**config.mk**
```make
export PLATFORM = sky130hd
export DESIGN_NAME = time_display_driver
export DESIGN_NICKNAME = d
export VERILOG_FILES = /design/src/rtl/time_display_driver.sv
export SDC_FILE = /design/constraint.sdc
export NUM_CORES = 1
export LEC_CHECK = 0
export ABC_CLOCK_PERIOD_IN_PS = 2700
export BUFFER_PORTS_ARGS = -buffer_cell sky130_fd_sc_hd__clkbuf_2
export CAP_MARGIN = 10
export CELL_PAD_IN_SITES_DETAIL_PLACEMENT = 2
export CELL_PAD_IN_SITES_GLOBAL_PLACEMENT = 2
export CORE_ASPECT_RATIO = 1.75
export CORE_MARGIN = 3
export CORE_UTILIZATION = 41
export CTS_CLUSTER_DIAMETER = 200
export DETAILED_ROUTE_END_ITERATION = 16
export GPL_TIMING_DRIVEN = 0
export PLACE_DENSITY = 0.78
export SLEW_MARGIN = 40
export SYNTH_ARGS = -nofsm -noshare
export SYNTH_HDL_FRONTEND = slang
export SYNTH_SLANG_ARGS = --single-unit
export TNS_END_PERCENT = 100
```
**constraint.sdc**
```tcl
create_clock -name clk -period 2.7 [get_ports clk]
set_input_delay 0.54 -clock clk [delete_from_list [all_inputs] [get_ports clk]]
set_output_delay 0.54 -clock clk [all_outputs]
set_load 0.05 [all_outputs]
```
**src/rtl/time_display_driver.sv**
```systemverilog
`default_nettype none
// ============================================================================
// Module   : time_display_driver
// Brief    : Converts two fields of the packed countdown time word to BCD with a
//            shift-add-3 FSM and scans them onto a 4-digit common-anode display.
// Revision : 1.0 - initial release
// ============================================================================
module time_display_driver #(
    parameter int SCAN_DIV  = 100000,
    parameter int BLINK_DIV = 25000000
) (
    input  logic        clk,
    input  logic        reset_n,
    input  logic [26:0] time_in,
    input  logic        mode,
    output logic [6:0]  seg,
    output logic        dp,
    output logic [3:0]  an,
    output logic        busy
);

    localparam int SCAN_W  = (SCAN_DIV  > 1) ? $clog2(SCAN_DIV)  : 1;
    localparam int BLINK_W = (BLINK_DIV > 1) ? $clog2(BLINK_DIV) : 1;
    localparam logic [SCAN_W-1:0]  SCAN_LAST  = SCAN_W'(SCAN_DIV - 1);
    localparam logic [BLINK_W-1:0] BLINK_LAST = BLINK_W'(BLINK_DIV - 1);

    typedef enum logic [1:0] {
        S_IDLE   = 2'd0,
        S_LOAD   = 2'd1,
        S_SHIFT  = 2'd2,
        S_COMMIT = 2'd3
    } state_t;

    state_t             state_q;
    logic               first_q;
    logic [26:0]        last_time_q;
    logic               last_mode_q;
    logic [13:0]        shl_q;
    logic [13:0]        shr_q;
    logic [2:0]         iter_q;
    logic [3:0][3:0]    digits_q;

    logic [SCAN_W-1:0]  scan_cnt_q, scan_cnt_d;
    logic [1:0]         idx_q, idx_d;
    logic [BLINK_W-1:0] blink_cnt_q, blink_cnt_d;
    logic               phase_q, phase_d;
    logic [6:0]         seg_d;
    logic [3:0]         an_d;
    logic               dp_d;

    logic [5:0]         left_field;
    logic [5:0]         right_field;

    // One double-dabble step: BCD tens in [13:10], units in [9:6], binary below.
    function automatic logic [13:0] dabble(input logic [13:0] v);
        logic [13:0] t;
        t = v;
        if (t[9:6] > 4'd4)
            t[9:6] = t[9:6] + 4'd3;
        if (t[13:10] > 4'd4)
            t[13:10] = t[13:10] + 4'd3;
        return {t[12:0], 1'b0};
    endfunction

    function automatic logic [6:0] decode(input logic [3:0] d);
        logic [6:0] s;
        case (d)
            4'd0:    s = 7'b1000000;
            4'd1:    s = 7'b1111001;
            4'd2:    s = 7'b0100100;
            4'd3:    s = 7'b0110000;
            4'd4:    s = 7'b0011001;
            4'd5:    s = 7'b0010010;
            4'd6:    s = 7'b0000010;
            4'd7:    s = 7'b1111000;
            4'd8:    s = 7'b0000000;
            4'd9:    s = 7'b0010000;
            default: s = 7'b1111111;
        endcase
        return s;
    endfunction

    always_comb begin
        left_field  = mode ? {1'b0, time_in[26:22]} : time_in[21:16];
        right_field = mode ? time_in[21:16]         : time_in[15:10];
    end

    always_ff @(posedge clk or negedge reset_n) begin
        if (!reset_n) begin
            state_q     <= S_IDLE;
            first_q     <= 1'b1;
            last_time_q <= '0;
            last_mode_q <= 1'b0;
            shl_q       <= '0;
            shr_q       <= '0;
            iter_q      <= '0;
            digits_q    <= '0;
            busy        <= 1'b0;
        end else begin
            case (state_q)
                S_IDLE: begin
                    if (first_q || (time_in != last_time_q) || (mode != last_mode_q)) begin
                        state_q <= S_LOAD;
                        busy    <= 1'b1;
                    end
                end
                S_LOAD: begin
                    first_q     <= 1'b0;
                    last_time_q <= time_in;
                    last_mode_q <= mode;
                    shl_q       <= {8'b0, left_field};
                    shr_q       <= {8'b0, right_field};
                    iter_q      <= '0;
                    state_q     <= S_SHIFT;
                end
                S_SHIFT: begin
                    shl_q  <= dabble(shl_q);
                    shr_q  <= dabble(shr_q);
                    iter_q <= iter_q + 3'd1;
                    if (iter_q == 3'd5)
                        state_q <= S_COMMIT;
                end
                S_COMMIT: begin
                    digits_q <= {shl_q[13:10], shl_q[9:6], shr_q[13:10], shr_q[9:6]};
                    busy     <= 1'b0;
                    state_q  <= S_IDLE;
                end
                default: state_q <= S_IDLE;
            endcase
        end
    end

    always_comb begin
        scan_cnt_d  = scan_cnt_q + SCAN_W'(1);
        idx_d       = idx_q;
        blink_cnt_d = '0;
        phase_d     = 1'b0;
        if (scan_cnt_q == SCAN_LAST) begin
            scan_cnt_d = '0;
            idx_d      = idx_q + 2'd1;
        end
        // Blink only while the last converted time word is zero.
        if (last_time_q == '0) begin
            blink_cnt_d = blink_cnt_q + BLINK_W'(1);
            phase_d     = phase_q;
            if (blink_cnt_q == BLINK_LAST) begin
                blink_cnt_d = '0;
                phase_d     = ~phase_q;
            end
        end
        if (phase_q) begin
            an_d  = 4'b1111;
            seg_d = 7'b1111111;
            dp_d  = 1'b1;
        end else begin
            an_d  = ~(4'b0001 << idx_q);
            seg_d = decode(digits_q[idx_q]);
            dp_d  = (idx_q != 2'd2);
        end
    end

    always_ff @(posedge clk or negedge reset_n) begin
        if (!reset_n) begin
            scan_cnt_q  <= '0;
            idx_q       <= '0;
            blink_cnt_q <= '0;
            phase_q     <= 1'b0;
            seg         <= 7'b1111111;
            an          <= 4'b1111;
            dp          <= 1'b1;
        end else begin
            scan_cnt_q  <= scan_cnt_d;
            idx_q       <= idx_d;
            blink_cnt_q <= blink_cnt_d;
            phase_q     <= phase_d;
            seg         <= seg_d;
            an          <= an_d;
            dp          <= dp_d;
        end
    end

endmodule
`default_nettype wire

```
=== Yosys cells after proc, flatten, opt, wreduce, memory -nomap -nowiden ===
Memory sizes are Yosys's and may differ from the RTL's.
Index checks and enable logic that the tools add are counted.

* Mux-type cells: 24
* $mul: 0
* Shift operators: 1
* Magnitude comparators: 5
* $add $sub $neg: 8
* Div/mod/pow operators: 0
* Bitwise gates (word level): 2
* Eq/ne operators: 12
* Reduce and logical (&&, ||, !) cells: 8

{| class="wikitable"
|+ Operator list
! kind !! count
|-
| 14-bit case mux with 2 select lines || 2
|-
| 25-bit two-way mux || 2
|-
| 27-bit zero test || 1
|-
| 27-bit inequality test || 1
|-
| 25-bit by 1-bit adder with 25-bit output, second input constant || 1
|-
| 25-bit equality test, second input constant || 1
|-
| 17-bit by 1-bit adder with 17-bit output, second input constant || 1
|-
| 17-bit equality test, second input constant || 1
|-
| 17-bit two-way mux || 1
|-
| 4-bit by 3-bit greater-than comparator with 1-bit output, second input constant || 4
|-
| 4-bit two-way mux || 4
|-
| 6-bit two-way mux || 2
|-
| 4-bit by 2-bit adder with 4-bit output, second input constant || 2
|-
| 4-bit binary-select mux with 2-bit select || 1
|-
| 2-bit case mux with 4 select lines || 1
|-
| 7-bit two-way mux || 1
|-
| 3-bit by 2-bit adder with 3-bit output, second input constant || 2
|-
| 3-bit two-way mux || 2
|-
| 2-bit inequality test, second input constant || 3
|-
| 3-bit case mux with 2 select lines || 1
|-
| 2-bit equality test, second input constant || 2
|-
| 1-bit two-way mux || 4
|-
| 2-bit two-way mux || 2
|-
| 4-bit NOT || 1
|-
| 14 further kinds || 17
|}

* Flip-flop bits (word level): 136
* Memories kept: 1
* Bits in read-only memories: 112
* RAM bits: 0
* Latch bits: 0
* Word-level logic and storage cells: 80
* Output and inout port bits: 13
* Input port bits: 30

{| class="wikitable"
|+ Memories
! name !! words !! width !! rd ports !! clocked after memory_dff !! wr ports !! RTL line !! source
|-
| (name not given) || 16 || 7 || 1 || 0 || 0 || 67 || <nowiki>case (d)</nowiki>
|}

=== Depth between registers and ports, before layout ===
* Word-level depth: 5
* Gate-level depth with buffers: 8

=== Worst setup path before layout ===
Ideal clock, no wire load.

* Kind: in2reg
* Start point: input port time_in[24]
* End point: register state_q[1]
* Stages on the path: 6
* Setup slack: 0.498 ns
* Path buffers: 0
* Arrival time: 2.074 ns
* Library setup time: 0.128 ns
* Cells stage by stage: xnor2_1 > nand4_1 > or4_4 > nor4_4 > a22oi_1 > mux2_1

* Word-level cells in the longest chain between the ends: 5

{| class="wikitable"
|+ RTL lines
! what !! RTL line !! source
|-
| start: declaration || 14 || <nowiki>input logic [26:0] time_in,</nowiki>
|-
| 27-bit inequality test || 102 || <nowiki>if (first_q || (time_in != last_time_q) || (mode != last_mode_q)) begin</nowiki>
|-
| 1-bit logical OR (2 in a row) || 102 ||
|-
| 2-bit inequality test (no line) || -- ||
|-
| 2-bit AND reduction (no line) || -- ||
|-
| end signal: assignment || 103 || <nowiki>state_q <= S_LOAD;</nowiki>
|-
| end signal: assignment || 114 || <nowiki>state_q <= S_SHIFT;</nowiki>
|-
| end signal: assignment || 121 || <nowiki>state_q <= S_COMMIT;</nowiki>
|-
| end: declaration || 34 || <nowiki>state_t state_q;</nowiki>
|}

No other way between the ends.
A chain may end at the register's enable or synchronous reset.

=== Worst setup path after layout ===
* Start point: register last_time_q[13]
* End point: register state_q[1]

* Word-level cells in the longest chain between the ends: 5

{| class="wikitable"
|+ RTL lines
! what !! RTL line !! source
|-
| start: declaration || 36 || <nowiki>logic [26:0] last_time_q;</nowiki>
|-
| start signal: assignment || 109 || <nowiki>last_time_q <= time_in;</nowiki>
|-
| 27-bit inequality test || 102 ||
|-
| 1-bit logical OR (2 in a row) || 102 ||
|-
| 2-bit inequality test (no line) || -- ||
|-
| 2-bit AND reduction (no line) || -- ||
|}

No other way between the ends.

==> out/qor.yml <==
cts_tree: "done"
p_sw_mw: 1.53
start_kind: "register"
slew_viol_final: 0
numCtsBuffers: 17
ctsResizeCount: 0
gr-total-overflow: 0
drcViolationCount: 0
power_leakage_nw: 3.37
hpwl_um: 13100
cap_violations: 0
timing.fmax_mhz: 418
cts_hold_buf: 0
cts.clk_slew.worst_paths_ps: 60
syn-num-nets: 648
setup.worst_path.end_class: "register"
tns_ps: 0
ys_ff_latch: 135
synth_cells: 596
post-route-util_pct: 48.7
final_cell_count_no_fill: 860
n_antenna_cell: 0
rows: 61
finalWeightedCongestion: 0.824
htree_levels: 4
routed_via_density: 5.49
die_h_um: 174
synth_area_leaders: "dfrtp_1 (46%), mux2_2 (9.0%), xnor2_1 (5.4%)"
dp.cells: 828
grt_pass1_vias: 5671
critical_path_required_ps: 3000
synth-seq-area-share_pct: 51.1
syn_to_final_growth_pct: 16.5
die_area_sq_um: 17800
synth_edf_count: 0
cts_sinks: 135
skew_ps: 11.0
synth.largest_area_cell: "dfrtp_1"
critPathMaxFanout: 3
pwr-share-clk_pct: 43.5
clk_latency_ps: 420
async_flop_share_pct: 100
grt_first_pass_wirelength_um: 30700
slew_headroom_pct: 53.8
port_buffers: 41
rsz0062_at_grt: "false"
layout-drive-gt1-share_pct: 23.5
hp-class: "in -> async"
comb_power_share_pct: 13.9
p_int_mw: 3.84
cts_setup_buffers: 0
worst_slew_pin_slew_ps: 693
syn_area_per_cell_sq_um: 11.1
postRouteAntennaNets: 0
crit-reg2reg-launch: "last_time_q[13]"
vias: 4725
ys.flop_type: "dfrtp_1"
ys_types: 51
period_needed_ps: 2390
core_area_sq_um: 15900
arrival_ps: 2690
detail_route.wl_per_cell_um: 21.6
totalWireLength_um: 18600
grt_antenna_before_repair: 0
critPathLaunch: "last_time_q[13]"
swShare_pct: 28.5
cts_buffer_depth: 2
vdd_drop_max_mv: 0.325
dr.pass1.iters: 4
setup_viol: 0
rr_worst_depth: 6
final_hold_viol_count: 0
p_per_area_nw_per_um2: 695
path_class: "reg -> reg"
die_w_um: 102
finalNetCount: 710
holdWs_ps: 75.1
start_util_pct: 41.8
grt_max_degree: 48
fin_crit_sh_pct: 88.6
cts-root-buf: "clkbuf_16"
pin_count: 43
drt_iter0_drc: 129
yosysTopAreaCellShare_pct: 46.3
pwr-share-seq_pct: 42.6
status: "complete, no violations"
grt_usage_pct: 22.5
yosysWarnings: 0
post_synth_instance_area_sq_um: 6640
## power by group through the flow
| stage | sequential (mW) | combinational [mW] | clock, mW |
|---|---|---|---|
| final | 2.29 | 0.750 | 2.34 |
| after global routing | 2.30 | 0.824 | 2.46 |
| after CTS | 2.29 | 0.763 | 2.39 |
| after detailed placement | 2.31 | 0.740 | 0 |
| after global placement | 2.30 | 0.692 | 0 |
| after floorplan | 2.47 | 0.332 | 0 |
## state kept, by name, indices dropped and copies added, names as in the netlist
name,flops
an,3
blink_cnt_q,25
busy,1
digits_q,16
dp,1
first_q,1
idx_q,2
iter_q,3
last_mode_q,1
last_time_q,27
phase_q,1
scan_cnt_q,17
seg,7
shl_q,14
shr_q,14
state_q,2
## layout make-up
class	count	area, sq um
Fill cell	1646	8140
Sequential cell	135	3390
Multi-Input combinational cell	402	3020
Clock buffer	18	439
Timing Repair Buffer	43	262
Tap cell	189	236
Clock inverter	14	150
Inverter	36	135
Buffer	23	104
## path summary, 6_finish.rpt
check | end | slack, ps
setup / recovery | state_q[1] | 310
hold / removal | digits_q[15] | 80
setup reg to reg | state_q[1] | 310
hold reg to reg | first_q | 490
max in group asynchronous | an[0] | 1710
min in group clk | last_time_q[5] | 380
## per-layer routing
layer	track usage [%]	up-vias	part of all wire (%)
met2	43.7	72	60
li1	-	2170	-
met3	3.82	28	2.1
met4	7.55	0	2.6
met5	0	-	0
met1	23.4	2455	35
## synth_stat cells (2+ instances only)
| master | instances |
|---|---|
| a21oi_1 | 11 |
| and3_1 | 8 |
| and4_1 | 4 |
| buf_1 | 2 |
| buf_2 | 2 |
| clkbuf_1 | 17 |
| dfrtp_1 | 123 |
| dfstp_2 | 12 |
| ha_1 | 22 |
| inv_1 | 36 |
| mux2_2 | 53 |
| mux2i_1 | 15 |
| mux4_2 | 4 |
| nand2_1 | 34 |
| nand2b_1 | 6 |
| nand3_1 | 19 |
| nand3b_1 | 3 |
| nand4_1 | 12 |
| nor2_1 | 54 |
| nor2b_1 | 2 |
| nor3_1 | 8 |
| nor3b_1 | 2 |
| nor4_1 | 11 |
| o21a_1 | 4 |
| o21ai_0 | 26 |
| o221ai_1 | 2 |
| o22ai_1 | 12 |
| or4b_1 | 2 |
| xnor2_1 | 41 |
| xor2_1 | 28 |
## kinds of logic after synthesis
group / count (synthesis) / synth area share (%)
simple gates: 175 / 13.7
flops: 135 / 51.1
mux: 73 / 12.8
xor+xnor: 69 / 9.10
compound gates: 63 / 5.63
buf+inv: 59 / 3.60
fa+ha+maj: 22 / 4.14
## through the flow
step	setup WS [ps]	cell area [sq um]	total power, mW
floorplan	498	6640	2.81
global placement	-1110	7080	3.00
detailed placement	-63.5	7140	3.05
CTS	93.5	7730	5.45
global route	133	7730	5.59
finish	308	7730	5.38
## worst max-delay path, cell delays in order, from the launching register on
cell	delay [ps]
dfrtp_1	410
xnor2_1	260
nand4_1	140
or4_4	570
nor4_4	370
a22oi_1	180
mux2_1	330
## cell usage in the layout, fill, tap and decap left out, types with 3 or more instances in the layout
| cell type | n |
|---|---|
| dfrtp_1 | 123 |
| nor2_1 | 54 |
| mux2_2 | 53 |
| xnor2_1 | 41 |
| clkbuf_2 | 40 |
| inv_1 | 36 |
| nand2_1 | 34 |
| xor2_1 | 28 |
| o21ai_0 | 26 |
| ha_1 | 22 |
| nand3_1 | 19 |
| clkbuf_1 | 17 |
| clkbuf_16 | 17 |
| mux2i_1 | 15 |
| nand4_1 | 12 |
| o22ai_1 | 12 |
| dfstp_2 | 12 |
| a21oi_1 | 11 |
| nor4_1 | 10 |
| and3_1 | 8 |
| nor3_1 | 8 |
| nand2b_1 | 6 |
| clkinvlp_4 | 6 |
| mux4_2 | 4 |
| o21a_1 | 4 |
| and4_1 | 4 |
| nand3b_1 | 3 |
(Power assumes the default switching activity.)
